==> config.mk <==
export PLATFORM = sky130hd
export DESIGN_NAME = resp_fifo_writer
export DESIGN_NICKNAME = d
export VERILOG_FILES = /design/src/rtl/resp_fifo_writer_pkg.sv /design/src/rtl/resp_fifo_writer_sat_counter.sv /design/src/rtl/resp_fifo_writer.sv
export SDC_FILE = /design/constraint.sdc
export NUM_CORES = 1
export LEC_CHECK = 0
export CAP_MARGIN = 20
export CORE_MARGIN = 8
export CORE_UTILIZATION = 48
export CTS_CLUSTER_DIAMETER = 40
export CTS_CLUSTER_SIZE = 30
export DETAILED_ROUTE_END_ITERATION = 10
export PLACE_DENSITY = 0.85
export SYNTH_ARGS = -nofsm -noshare
export SYNTH_HDL_FRONTEND = slang
export SYNTH_HIERARCHICAL = 1
export SYNTH_SLANG_ARGS = --single-unit
export TNS_END_PERCENT = 20
==> constraint.sdc <==
create_clock -name CLK -period 3.5 [get_ports CLK]
set_input_delay 0.525 -clock CLK [delete_from_list [all_inputs] [get_ports CLK]]
set_output_delay 0.525 -clock CLK [all_outputs]
set_load 0.02 [all_outputs]
==> src/rtl/resp_fifo_writer_pkg.sv <==
// Shared definitions for the response-path FIFO writer: state encoding and
// the data-width defaults also used by the controller and TX FIFO.
package resp_fifo_writer_pkg;

  localparam int FRAME_WIDTH_DEF    = 8;
  localparam int ALU_DATA_WIDTH_DEF = 16;

  typedef enum logic [1:0] {
    IDLE   = 2'b00,
    SEND_A = 2'b01,
    SEND_B = 2'b10,
    SEND_R = 2'b11
  } state_e;

endpackage

==> src/rtl/resp_fifo_writer_sat_counter.sv <==
// Saturating up-counter with synchronous active-low reset; once it reaches
// all-ones it sticks there until reset.
module sat_counter #(
  parameter int WIDTH = 8
) (
  input  logic             clk_i,
  input  logic             rstN_i,
  input  logic             inc_i,
  output logic [WIDTH-1:0] count_o
);

  logic [WIDTH-1:0] count_q;
  logic [WIDTH-1:0] count_d;

  always_comb begin
    count_d = count_q;
    if (inc_i && !(&count_q)) begin
      count_d = count_q + {{(WIDTH-1){1'b0}}, 1'b1};
    end
  end

  always_ff @(posedge clk_i) begin
    if (!rstN_i) begin
      count_q <= '0;
    end else begin
      count_q <= count_d;
    end
  end

  assign count_o = count_q;

endmodule

==> src/rtl/resp_fifo_writer.sv <==
// Captures ALU results or register reads, serialises them into bytes for the
// TX async FIFO write port, and counts responses that arrive while busy.
module resp_fifo_writer
  import resp_fifo_writer_pkg::*;
#(
  parameter int FRAME_WIDTH    = FRAME_WIDTH_DEF,
  parameter int ALU_DATA_WIDTH = ALU_DATA_WIDTH_DEF,
  parameter bit LSB_FIRST      = 1'b1,
  parameter int DROP_CNT_WIDTH = 8
) (
  input  logic                      CLK,
  input  logic                      RST,
  input  logic [ALU_DATA_WIDTH-1:0] ALU_OUT,
  input  logic                      OUT_VALID,
  input  logic [FRAME_WIDTH-1:0]    RdData,
  input  logic                      RdData_Valid,
  input  logic                      FIFO_FULL,
  output logic [FRAME_WIDTH-1:0]    WR_DATA,
  output logic                      WR_INC,
  output logic                      BUSY,
  output logic                      DROP,
  output logic [DROP_CNT_WIDTH-1:0] DROP_CNT
);

  state_e                    state_q, state_d;
  logic [ALU_DATA_WIDTH-1:0] data_q, data_d;
  logic                      drop_q, drop_d;
  logic                      finalWrite;
  logic                      accept;
  logic [FRAME_WIDTH-1:0]    lowByte;
  logic [FRAME_WIDTH-1:0]    highByte;

  assign lowByte  = data_q[FRAME_WIDTH-1:0];
  assign highByte = data_q[ALU_DATA_WIDTH-1:FRAME_WIDTH];

  assign BUSY       = (state_q != IDLE);
  assign WR_INC     = BUSY && !FIFO_FULL;
  assign finalWrite = WR_INC && ((state_q == SEND_B) || (state_q == SEND_R));
  assign accept     = (state_q == IDLE) || finalWrite;

  always_comb begin
    WR_DATA = '0;
    case (state_q)
      SEND_A:  WR_DATA = LSB_FIRST ? lowByte : highByte;
      SEND_B:  WR_DATA = LSB_FIRST ? highByte : lowByte;
      SEND_R:  WR_DATA = lowByte;
      default: WR_DATA = '0;
    endcase
  end

  // A new response may only be taken in IDLE or on the last byte's write;
  // anything else that shows up is dropped, at most one count per cycle.
  always_comb begin
    state_d = state_q;
    data_d  = data_q;
    drop_d  = 1'b0;
    if (accept) begin
      if (OUT_VALID) begin
        state_d = SEND_A;
        data_d  = ALU_OUT;
        drop_d  = RdData_Valid;
      end else if (RdData_Valid) begin
        state_d = SEND_R;
        data_d  = {{(ALU_DATA_WIDTH-FRAME_WIDTH){1'b0}}, RdData};
      end else if (finalWrite) begin
        state_d = IDLE;
      end
    end else begin
      drop_d = OUT_VALID || RdData_Valid;
      if (WR_INC && (state_q == SEND_A)) begin
        state_d = SEND_B;
      end
    end
  end

  always_ff @(posedge CLK) begin
    if (!RST) begin
      state_q <= IDLE;
      data_q  <= '0;
      drop_q  <= 1'b0;
    end else begin
      state_q <= state_d;
      data_q  <= data_d;
      drop_q  <= drop_d;
    end
  end

  assign DROP = drop_q;

  sat_counter #(
    .WIDTH(DROP_CNT_WIDTH)
  ) uDropCnt (
    .clk_i  (CLK),
    .rstN_i (RST),
    .inc_i  (drop_d),
    .count_o(DROP_CNT)
  );

endmodule

### After elaboration in Yosys (flattened, before gate mapping)

Index checks and enable logic that the tools add are counted.

| operators by class | value |
|---|---|
| add/subtract/negate cells | 1 |
| multiply operators | 0 |
| divide/modulo/power cells | 0 |
| order comparisons | 0 |
| eq/ne operators | 4 |
| shift-type cells | 0 |
| mux-type cells | 10 |
| bitwise operators | 0 |
| reductions and logical operators | 17 |

Operators with widths:

| operator | number |
|---|---|
| two-way mux 16 bit | 2 |
| one-hot mux 8 bit (2 select lines) | 1 |
| two-way mux 2 bit | 5 |
| adder 8 x 1 -> 8 bit (second input constant) | 1 |
| AND reduction 8 bit | 1 |
| nonzero test 2 bit | 3 |
| == test 2 bit (second input constant) | 2 |
| logical AND 1 bit | 4 |
| != test 4 bit (second input constant) | 1 |
| AND reduction 2 bit | 2 |
| logical OR 1 bit | 3 |
| == test 2 x 1 -> 1 bit (second input constant) | 1 |
| logical NOT 1 bit | 2 |
| logical NOT 2 bit | 1 |
| two-way mux 1 bit | 2 |
| OR reduction 2 bit | 1 |

| storage, ports and cells | value |
|---|---|
| flip-flop bits (word level) | 27 |
| latch bits | 0 |
| bits in writable memories | 0 |
| bits in read-only memories | 0 |
| input bits | 29 |
| word-level logic and storage cells | 36 |
| memories | 0 |

### Longest topological paths before layout

Gate-level depths: netlist (run 1).

| depth | value |
|---|---|
| depth after elaboration | 7 |
| gate-level depth with buffers | 7 |
| mapped depth without buffers | 5 |

### Modules after synthesis

The synthesis (run 1) kept the hierarchy.

By module, submodules not included:

| module | instances | cells an instance | area each (um^2) | sequential area each (um^2) |
|---|---|---|---|---|
| resp_fifo_writer | 1 | 98 | 952.2 | 380.4 |
| sat_counter | 1 | 43 | 412.9 | 160.2 |

### Worst setup path before layout (run 1)

No wires, ideal clock.

| timing path | value |
|---|---|
| path kind | in2reg |
| start | in OUT_VALID |
| end | reg uDropCnt.count_q[7] (netlist: uDropCnt/count_o[7]) |
| data arrival time | 1847 ps |
| data required time | 3384 ps |
| slack | 1536 ps |
| cell stages on the path | 6 |
| buffers on the path | 1 |
| cells stage by stage | buf_2 nor2_1 o21ai_1 nand4_2 or4b_1 o211a_1 |

| on the way | value |
|---|---|
| longest elaborated chain between the ends | 3 |

Ends and longest elaborated chain:

| what | line | text |
|---|---|---|
| start: declaration | resp_fifo_writer.sv:14 | `input logic OUT_VALID,` |
| two-way mux 1 bit / logical OR 1 bit (equally long branches) | resp_fifo_writer.sv:58, resp_fifo_writer.sv:69 |  |
| two-way mux 1 bit (*) | resp_fifo_writer.sv:57 | `if (accept) begin` |
| net drop_d | resp_fifo_writer.sv:27 | `logic drop_q, drop_d;` |
| logical AND 1 bit (*) | resp_fifo_writer_sat_counter.sv:17 | `if (inc_i && !(&count_q)) begin` |
| end signal: assignment | resp_fifo_writer_sat_counter.sv:26 | `count_q <= count_d;` |
| end: declaration | resp_fifo_writer_sat_counter.sv:12 | `logic [WIDTH-1:0] count_q;` |

Mark *: on every way through the listed nets, which the timed path passes. The rest lies on a longest branch.
A chain may end at the register's enable or synchronous reset.

### Worst setup path after layout (run 1)

| timing path | value |
|---|---|
| start | reg state_q[0] |
| end | out WR_INC |

| on the way | value |
|---|---|
| longest elaborated chain between the ends | 2 |

Ends and longest elaborated chain:

| what | line | text |
|---|---|---|
| start: declaration | resp_fifo_writer.sv:25 | `state_e state_q, state_d;` |
| start signal: assignment | resp_fifo_writer.sv:82 | `state_q <= state_d;` |
| nonzero test 2 bit | resp_fifo_writer.sv:36 | `assign BUSY = (state_q != IDLE);` |
| logical AND 1 bit | resp_fifo_writer.sv:37 | `assign WR_INC = BUSY && !FIFO_FULL;` |
| end: declaration | resp_fifo_writer.sv:19 | `output logic WR_INC,` |

Every way passes these cells.

==> metrics, run 1 <==
core area=2730 sq um; status=completed; Max-slew headroom=63.4%; final-layout fill cell count=207; synthesized cell area=1370 sq um; Min Hold Slack=about 0.52 ns; worst-margin pin slew=0.548 ns; Synth Area per Inst=9.68 sq um; CP peak stage delay=0.70 ns; leading area contributor after synthesis=dfxtp_1; slack of the critical path=1.01 ns; # port buffers=47; CP max FO=18; nets=approximately 210; main combinational cell family by area after synthesis=compound AO/OA/AOI/OAI gates; post-synth top area share=between 30% and 40%; clock buffer depth=2; remaining global-route overflow=0; cts hold-fix bufs=0; Setup crit start kind=flop; Most used DFF post-synth=dfxtp_1; vias in the first global route=1288; Die Area=4810 sq um; Synth cell types=37; Post-synth EDFFs=0; min-delay src=data_q[14]$_SDFFE_PN0P_; fmax=~0.40 GHz; Crit path arrival time=1.97 ns; Initial DRT Pass Iterations=5; Ys Warns=6; Placer Congestion=0.843; Syn Inst Count=141; Bufs and invs on worst path=1; Synth Area in Compound Gates=between 20 and 25%; crit share post-route=71.2%; CP Class=reg2out; CP Data Required Time=~3.0 ns; mux share of post-synthesis cell area=9.72%; share of synthesized registers carrying an async set or reset=0%; largest net degree at the start of global routing=22; clock sink total=27; slowest CP cell=dfxtp_1; Max-Cap Viols=0; Yosys reg bits=27; ratio of cells with drive above 1 in the final layout=under 10%; post-cts resize count=0; Post-DRT Antenna Nets=0; global-route wire length before repair=around 5.7 mm; setup tns final=0 ns; static leakage=0.000768 uW; adder-cell share of the synthesized area=0.917%; CTS tree=done; Post-CTS Setup Bufs=0; CTS H-Tree Depth=1; hold crit path type=reg2reg; synthesized-area fraction occupied by xor and xnor cells=0%; Wirelength per Cell=16.0 microns; Core Rows=19; Placed Cells=210; vias post-DR=between 1000 and 1500; pre-CTS WS=0.939 ns; diode count=0; DRT iter0 DRCs=83; final setup fails=0; Hold Vio Cnt, Final=0; CP startpoint=state_q[0]$_SDFFE_PN0P_; commonest cells after routing, fill and taps aside=clkdlybuf4s50_1 (47), dfxtp_1 (27), nand2_1 (19); number of I/O pins=48; Max VDD drop=~310 uV; simple-gate share of the synthesized area=between 20% and 30%; die extent in x=about 69 microns; Worst R2R Start=state_q[0]$_SDFFE_PN0P_; Initial Utilization=roughly half; crit path cell chain=or2_2 > nor2b_1 > clkdlybuf4s50_1; Clock transition at path regs=0.15 ns; drc violations=0; CP top delay family=flip-flops; sequential area share after synthesis=39.6%; CTS Buf Count=3; HPWL Detailed=~2.7 mm; Final Non-Filler Cells=214; PwrDens=369 nW/um^2; Tot GR Track Use=a little over an eighth; Synth area leaders=dfxtp_1 (40%), mux2i_1 (8.1%), o211a_1 (7.3%); commonest non-fill, non-tap cell in the layout=clkdlybuf4s50_1; initial antenna violation count=0; Total Power=678 uW; max-slew violation count=0; height of the die=between 60 and 70 microns; area growth from synthesis to layout=34.7%; Synthesized Nets=roughly 170; Crit. End Element=output port; final WL=between 3 and 4 mm; Via density=5.64; Final min period=2.49 ns; Layout Skew=0.0129 ns; CTS Root Cell=clkbuf_4; Clk Latency, worst-skew pair=0.33 ns; RSZ-0062 raised after global routing=no
## flip-flops by register name (all words and copies together) (netlist names)
signal / cells
DROP: 1
data_q: 16
state_q: 2
uDropCnt/count_o: 8
## final cells by class
cell class                 count  area, sq um  area share, %
sequential                    27          541           29.4
tap                           31         38.8           2.11
inverter                       1         3.75          0.204
clock inverter                 1         5.00          0.272
clock buffer                   3         22.5           1.22
timing repair buffer          49          485           26.4
multi-input combinational    102          743           40.4
## power by group
group          leakage [uW]  internal, uW  total [uW]  switching [uW]
Clock             0.0000177          42.9         136            93.1
Combinational      0.000528          97.2         181            83.7
Sequential         0.000222           334         361            27.4
Total              0.000768           474         678             204
## layer usage
layer  track usage (%)  part of all wire (%)
met2              26.1                    54
met1              13.9                    41
met5                 0                     0
met4              4.56                  0.93
met3              3.43                   4.3
## worst paths after layout
kind | to | slack, ns | cells past startpoint
max | WR_INC | 1.01 | 3
min | data_q[14]$_SDFFE_PN0P_ | 0.52 | 1
max reg2reg | uDropCnt/count_o[7]$_SDFFE_PN0P_ | 1.28 | 5
min reg2reg | data_q[14]$_SDFFE_PN0P_ | 0.52 | 1
## cells by family (layout without fill, tap and decap cells)
family / count (synthesis) / after routing
fa+ha+maj: 1 / 1
simple gates: 51 / 51
buf+inv: 12 / 54
compound gates: 38 / 38
mux: 12 / 12
flops: 27 / 27
## metrics by stage
step | area (sq um) | utilization [%]
4_1_cts | 1840 | 67.3
2_1_floorplan | 1370 | -
5_1_grt | 1840 | 67.3
3_5_place_dp | 1810 | 66.3
6_report | 1840 | 67.3
3_3_place_gp | 1810 | 66.3
## cells in the mapped netlist (2+ instances only)
cell and instances:
nor2_1 3, nand3_1 8, a21boi_0 3, buf_2 2
a32o_1 8, and4_2 2, o21ai_0 8, a31oi_1 3
a22o_1 3, clkbuf_1 4, nand2_1 19, mux2i_1 11
buf_6 4, nand2b_1 2, nor2b_1 2, dfxtp_1 27
o211a_1 10, and2_1 3
Power figures use the tool's default switching activity.
==> inputs of run 2 (changes only) <==
--- a/config.mk
+++ b/config.mk
@@ -7,11 +7,11 @@
 export LEC_CHECK = 0
 export CAP_MARGIN = 20
 export CORE_MARGIN = 8
-export CORE_UTILIZATION = 48
+export CORE_UTILIZATION = 44
 export CTS_CLUSTER_DIAMETER = 40
 export CTS_CLUSTER_SIZE = 30
 export DETAILED_ROUTE_END_ITERATION = 10
-export PLACE_DENSITY = 0.85
+export PLACE_DENSITY = 0.78
 export SYNTH_ARGS = -nofsm -noshare
 export SYNTH_HDL_FRONTEND = slang
 export SYNTH_HIERARCHICAL = 1
==> constraint.sdc (replaced) <==
create_clock -name CLK -period 2.6 [get_ports CLK]
set_input_delay 0.39 -clock CLK [delete_from_list [all_inputs] [get_ports CLK]]
set_output_delay 0.39 -clock CLK [all_outputs]
set_load 0.02 [all_outputs]
==> run 2 against run 1 <==
Against the previous run:
- clock skew is 0.0036 ns lower
- flip-flop and latch count did not move
- critical path type unchanged
- highest routed layer unchanged
- critical path depth rose by 1
- first-iteration DRC count rose by 17%
==> metrics, run 2 (same netlist as run 1, synthesis figures left out) <==
commonest cells after routing, fill and taps aside=clkdlybuf4s50_1 (47), dfxtp_1 (27), nand2_1 (19); Wirelength per Cell=15.5 microns (-3.3%); ratio of cells with drive above 1 in the final layout=7.57% (+0.46 points); vias in the first global route=1229 (-4.6%); post-cts resize count=0 (unchanged); clock buffer depth=2 (unchanged); remaining global-route overflow=0 (unchanged); cts hold-fix bufs=0 (unchanged); CTS Buf Count=3 (unchanged); Layout Skew=0.00937 ns (-0.00358 ns); status=completed; commonest non-fill, non-tap cell in the layout=clkdlybuf4s50_1; Die Area=5140 sq um (+7.0%); drc violations=0 (unchanged); clock sink total=27 (unchanged); setup tns final=0 ns (unchanged); largest net degree at the start of global routing=24 (+9.1%); CTS tree=done; Initial DRT Pass Iterations=5 (unchanged); PwrDens=491 nW/um^2 (+33%); RSZ-0062 raised after global routing=no; nets=216 (+0.93%); diode count=0 (unchanged); Placer Congestion=0.745 (-12%); fmax=0.418 GHz; crit path cell chain=inv_1 > nor2_1 > a22o_1 > clkdlybuf4s50_1; Core Rows=20 (+1); slowest CP cell=clkdlybuf4s50_1; number of I/O pins=48 (unchanged); static leakage=0.000775 uW (+0.91%); pre-CTS WS=0.323 ns (-0.616 ns); core area=3000 sq um (+9.8%); worst-margin pin slew=0.604 ns (+0.0558 ns); Setup crit start kind=flop; final WL=3.38 mm (-1.5%); Hold Path Cell Cnt=1 (unchanged); Post-DRT Antenna Nets=0 (unchanged); height of the die=71.7 microns (+3.4%); CTS H-Tree Depth=1 (unchanged); HPWL Detailed=2.60 mm (-4.0%); Clock transition at path regs=0.14 ns (about the same); CTS Root Cell=clkbuf_4; Max-slew headroom=59.7% (-3.7 points); Max VDD drop=222 uV (-28%); Crit path arrival time=2.00 ns (+0.03 ns); DRT iter0 DRCs=97 (+17%); Largest register FFs=16 (unchanged); Top reg by flops=data_q; slack of the critical path=0.207 ns (-0.801 ns); max-slew violation count=0 (unchanged); Min Hold Slack=0.514 ns (-0.00843 ns); Initial Utilization=45.5% (-4.5 points); vias post-DR=1230 (+1.8%); # port buffers=47 (unchanged); hold crit path type=reg2reg; Max-Cap Viols=0 (unchanged); area growth from synthesis to layout=35.9%; Placed Cells=214 (+1.9%); Post-CTS Setup Bufs=0 (unchanged); Final Non-Filler Cells=218 (+1.9%); CP peak stage delay=0.61 ns (-0.09 ns); final-layout fill cell count=255 (+23%); Tot GR Track Use=13.0% (-0.64 points); Crit. End Element=output port; r2r worst-path depth=5 (unchanged); die extent in x=71.7 microns (+3.4%); Final Util=61.8% (-5.5 points); CP max FO=9 (-9); crit share post-route=92.0%; CP Class=reg2out; final setup fails=0 (unchanged); Via density=5.64 (about the same); Final min period=2.39 ns; global-route wire length before repair=5.56 mm (-2.9%); Hold Vio Cnt, Final=0 (unchanged); CP Data Required Time=2.21 ns (-0.76 ns); Clk Latency, worst-skew pair=0.32 ns (about the same); initial antenna violation count=0 (unchanged)
[run 2: final timing paths]
check,from,to,slack (ns)
max,state_q[1]$_SDFFE_PN0P_,WR_DATA[2],0.21
min,data_q[12]$_SDFFE_PN0P_,data_q[12]$_SDFFE_PN0P_,0.51
max reg2reg,state_q[0]$_SDFFE_PN0P_,uDropCnt/count_o[7]$_SDFFE_PN0P_,0.49
min reg2reg,data_q[12]$_SDFFE_PN0P_,data_q[12]$_SDFFE_PN0P_,0.51
[run 2: power by group]
part	internal [uW]	switching [uW]	total, uW
Combinational	134	113	247
Clock	60.0	118	178
Sequential	449	37.2	487
Total	643	268	911
[run 2: final cells by class]
class / count / area (sq um) / share of cell area (%)
clock buffers: 4 / 26.3 / 1.42
well taps: 33 / 41.3 / 2.23
inverters: 1 / 3.75 / 0.202
repair buffers: 51 / 500 / 27.0
flip-flops and latches: 27 / 541 / 29.1
multi-input cells: 102 / 743 / 40.1
[run 2: layer usage]
layer | vias up | track usage (%) | wire length, microns
met5 | - | 0 | 0
met4 | 0 | 2.04 | 19
met3 | 4 | 5.16 | 311
met2 | 42 | 23.3 | 1650
met1 | 569 | 14.3 | 1400
li1 | 615 | - | -
[run 2: critical path, delay by kind of cell, from the launching register on]
kind,cells,cell delay [ns]
DFF,1,0.59
AOI/OAI and AO/OA,1,0.17
and+or+nand+nor,1,0.21
buffers and inverters,2,0.73
[run 2: stage by stage]
stage	area (sq um)	power [uW]
after CTS	1860	920
after global routing	1860	959
final	1860	911
after detailed placement	1830	742
after global placement	1830	737
after floorplan	1370	640
==> inputs of run 3 (changes only) <==
--- a/config.mk
+++ b/config.mk
@@ -5,7 +5,6 @@
 export SDC_FILE = /design/constraint.sdc
 export NUM_CORES = 1
 export LEC_CHECK = 0
-export CAP_MARGIN = 20
 export CORE_MARGIN = 8
 export CORE_UTILIZATION = 44
 export CTS_CLUSTER_DIAMETER = 40
==> constraint.sdc (replaced) <==
create_clock -name CLK -period 2.6 [get_ports CLK]
set_input_delay 0.52 -clock CLK [delete_from_list [all_inputs] [get_ports CLK]]
set_output_delay 0.52 -clock CLK [all_outputs]
set_load 0.02 [all_outputs]
==> run 3 against run 2 <==
Against the previous run:
- flip-flop and latch count is the same
- routed wire length grew 6.0%
- non-clock buffer count grew 2
- worst setup slack lost 0.035 ns
- die area is the same
- clock power is essentially flat
- critical path depth is the same
==> metrics, run 3 (same netlist as run 1, synthesis figures left out) <==
Core Rows=20 (unchanged); final setup fails=0 (unchanged); Final min period=2.43 ns (+0.0352 ns); Placer Congestion=0.828 (+11%); Post-CTS Setup Bufs=0 (unchanged); die extent in x=71.7 microns (unchanged); setup tns final=0 ns (unchanged); area growth from synthesis to layout=37.1%; CTS Root Cell=clkbuf_4; Hold Vio Cnt, Final=0 (unchanged); CTS Buf Count=3 (unchanged); Largest register FFs=16 (unchanged); CTS H-Tree Depth=1 (unchanged); global-route wire length before repair=5.73 mm (+3.1%); clock buffer depth=2 (unchanged); Post-DRT Antenna Nets=0 (unchanged); worst-margin pin slew=0.468 ns (-0.136 ns); final-layout fill cell count=272 (+6.7%); CP max FO=9 (unchanged); largest net degree at the start of global routing=19 (-21%); final instance area=1870 sq um (+0.88%); Max VDD drop=278 uV (+25%); Clock transition at path regs=0.13 ns (about the same); status=completed; Pint=650 uW (+0.96%); remaining global-route overflow=0 (unchanged); initial antenna violation count=0 (unchanged); height of the die=71.7 microns (unchanged); vias in the first global route=1287 (+4.7%); net switching power=273 uW (+1.8%); Max-Cap Viols=0 (unchanged); Clk Latency, worst-skew pair=0.32 ns (about the same); Die Area=5140 sq um (unchanged); RSZ-0062 raised after global routing=no; HPWL Detailed=2.79 mm (+7.5%); commonest cells after routing, fill and taps aside=clkdlybuf4s50_1 (47), dfxtp_1 (26), nand2_1 (19); post-cts resize count=0 (unchanged); Via density=5.62 (-0.43%); register share of total power=52.5% (-0.9 points); cts hold-fix bufs=0 (unchanged); max-slew violation count=0 (unchanged); grt peak-use layer=met2; clock sink total=27 (unchanged); vias post-DR=1236 (+0.49%); PwrDens=493 nW/um^2 (+0.33%); Top reg by flops=data_q; final WL=3.59 mm (+6.0%); CP Class=reg2out; Layout Skew=0.00665 ns (-0.00272 ns); GRT met3 Usage=4.60% (-0.56 points); drc violations=0 (unchanged); fmax=0.412 GHz (-1.4%); Max-slew headroom=68.7% (+9.0 points); CP Data Required Time=2.08 ns (-0.13 ns); Wirelength per Cell=16.3 microns (+5.0%); DRT iter0 DRCs=70 (-28%); # port buffers=47 (unchanged); number of I/O pins=48 (unchanged); crit share post-route=93.4% (+1.4 points); diode count=0 (unchanged); Initial DRT Pass Iterations=4 (-1); core area=3000 sq um (unchanged); CTS tree=done; Crit path arrival time=1.91 ns (-0.09 ns); Post-DP Area=1840 sq um (+0.82%); Setup crit start kind=flop; clock share of power=19.2% (-0.3 points); hold crit path type=reg2reg; nets=218 (+0.93%); GR Util met2=24.5% (+1.2 points); Initial Utilization=45.5% (unchanged); Tot GR Track Use=13.7% (+0.67 points); switching share of total power=29.6% (+0.17 points); ratio of cells with drive above 1 in the final layout=9.09% (+1.5 points); met1 usage=14.3% (about the same); Comb power frac=28.3% (+1.2 points); commonest non-fill, non-tap cell in the layout=clkdlybuf4s50_1; static leakage=0.000784 uW (+1.3%); Crit. End Element=output port
-- run 3: cell type report --
type | instances | area [sq um] | share of cell area (%)
Clock buffer | 4 | 26.3 | 1.40
Inverter | 1 | 3.75 | 0.201
Multi-Input combinational cell | 102 | 743 | 39.7
Sequential cell | 27 | 542 | 28.9
Tap cell | 33 | 41.3 | 2.21
Timing Repair Buffer | 53 | 515 | 27.5
-- run 3: worst paths after layout --
path / startpoint / endpoint / slack, ns / depth (start not counted)
min: data_q[10]$_SDFFE_PN0P_ / data_q[10]$_SDFFE_PN0P_ / 0.52 / 1
max reg2reg: state_q[0]$_SDFFE_PN0P_ / uDropCnt/count_o[7]$_SDFFE_PN0P_ / 0.83 / 5
min reg2reg: data_q[10]$_SDFFE_PN0P_ / data_q[10]$_SDFFE_PN0P_ / 0.52 / 1
max: state_q[1]$_SDFFE_PN0P_ / WR_DATA[1] / 0.17 / 4
-- run 3: critical path: stages, from the launching register on --
cell and delay (ns):
dfxtp_2 0.48, inv_1 0.09, nor2_1 0.21, a22o_1 0.19, clkdlybuf4s50_1 0.64
-- run 3: power by group through the flow --
| stage | combinational (uW) | sequential (uW) | clock, uW |
|---|---|---|---|
| 2_1_floorplan | 157 | 484 | 0 |
| 3_3_place_gp | 254 | 490 | 0 |
| 3_5_place_dp | 260 | 492 | 0 |
| 4_1_cts | 263 | 483 | 178 |
| 5_1_grt | 281 | 489 | 200 |
| 6_report | 261 | 484 | 177 |
-- run 3: metal layers --
metal | up-vias | wire length (microns)
met3 | 6 | 251
met1 | 571 | 1490
li1 | 617 | -
met4 | 0 | 53
met2 | 42 | 1790
met5 | - | 0
-- run 3: per-stage QoR --
step	hold slack, ns	setup WS (ns)	cells	utilization, %	total power (uW)
after floorplan	0.469	0.641	141	-	640
after global placement	0.479	0.321	216	61.4	744
after detailed placement	0.490	0.274	216	61.4	753
after CTS	0.517	0.00621	220	62.3	924
after global routing	0.545	0.0730	220	62.3	970
final	0.517	0.172	220	62.3	922
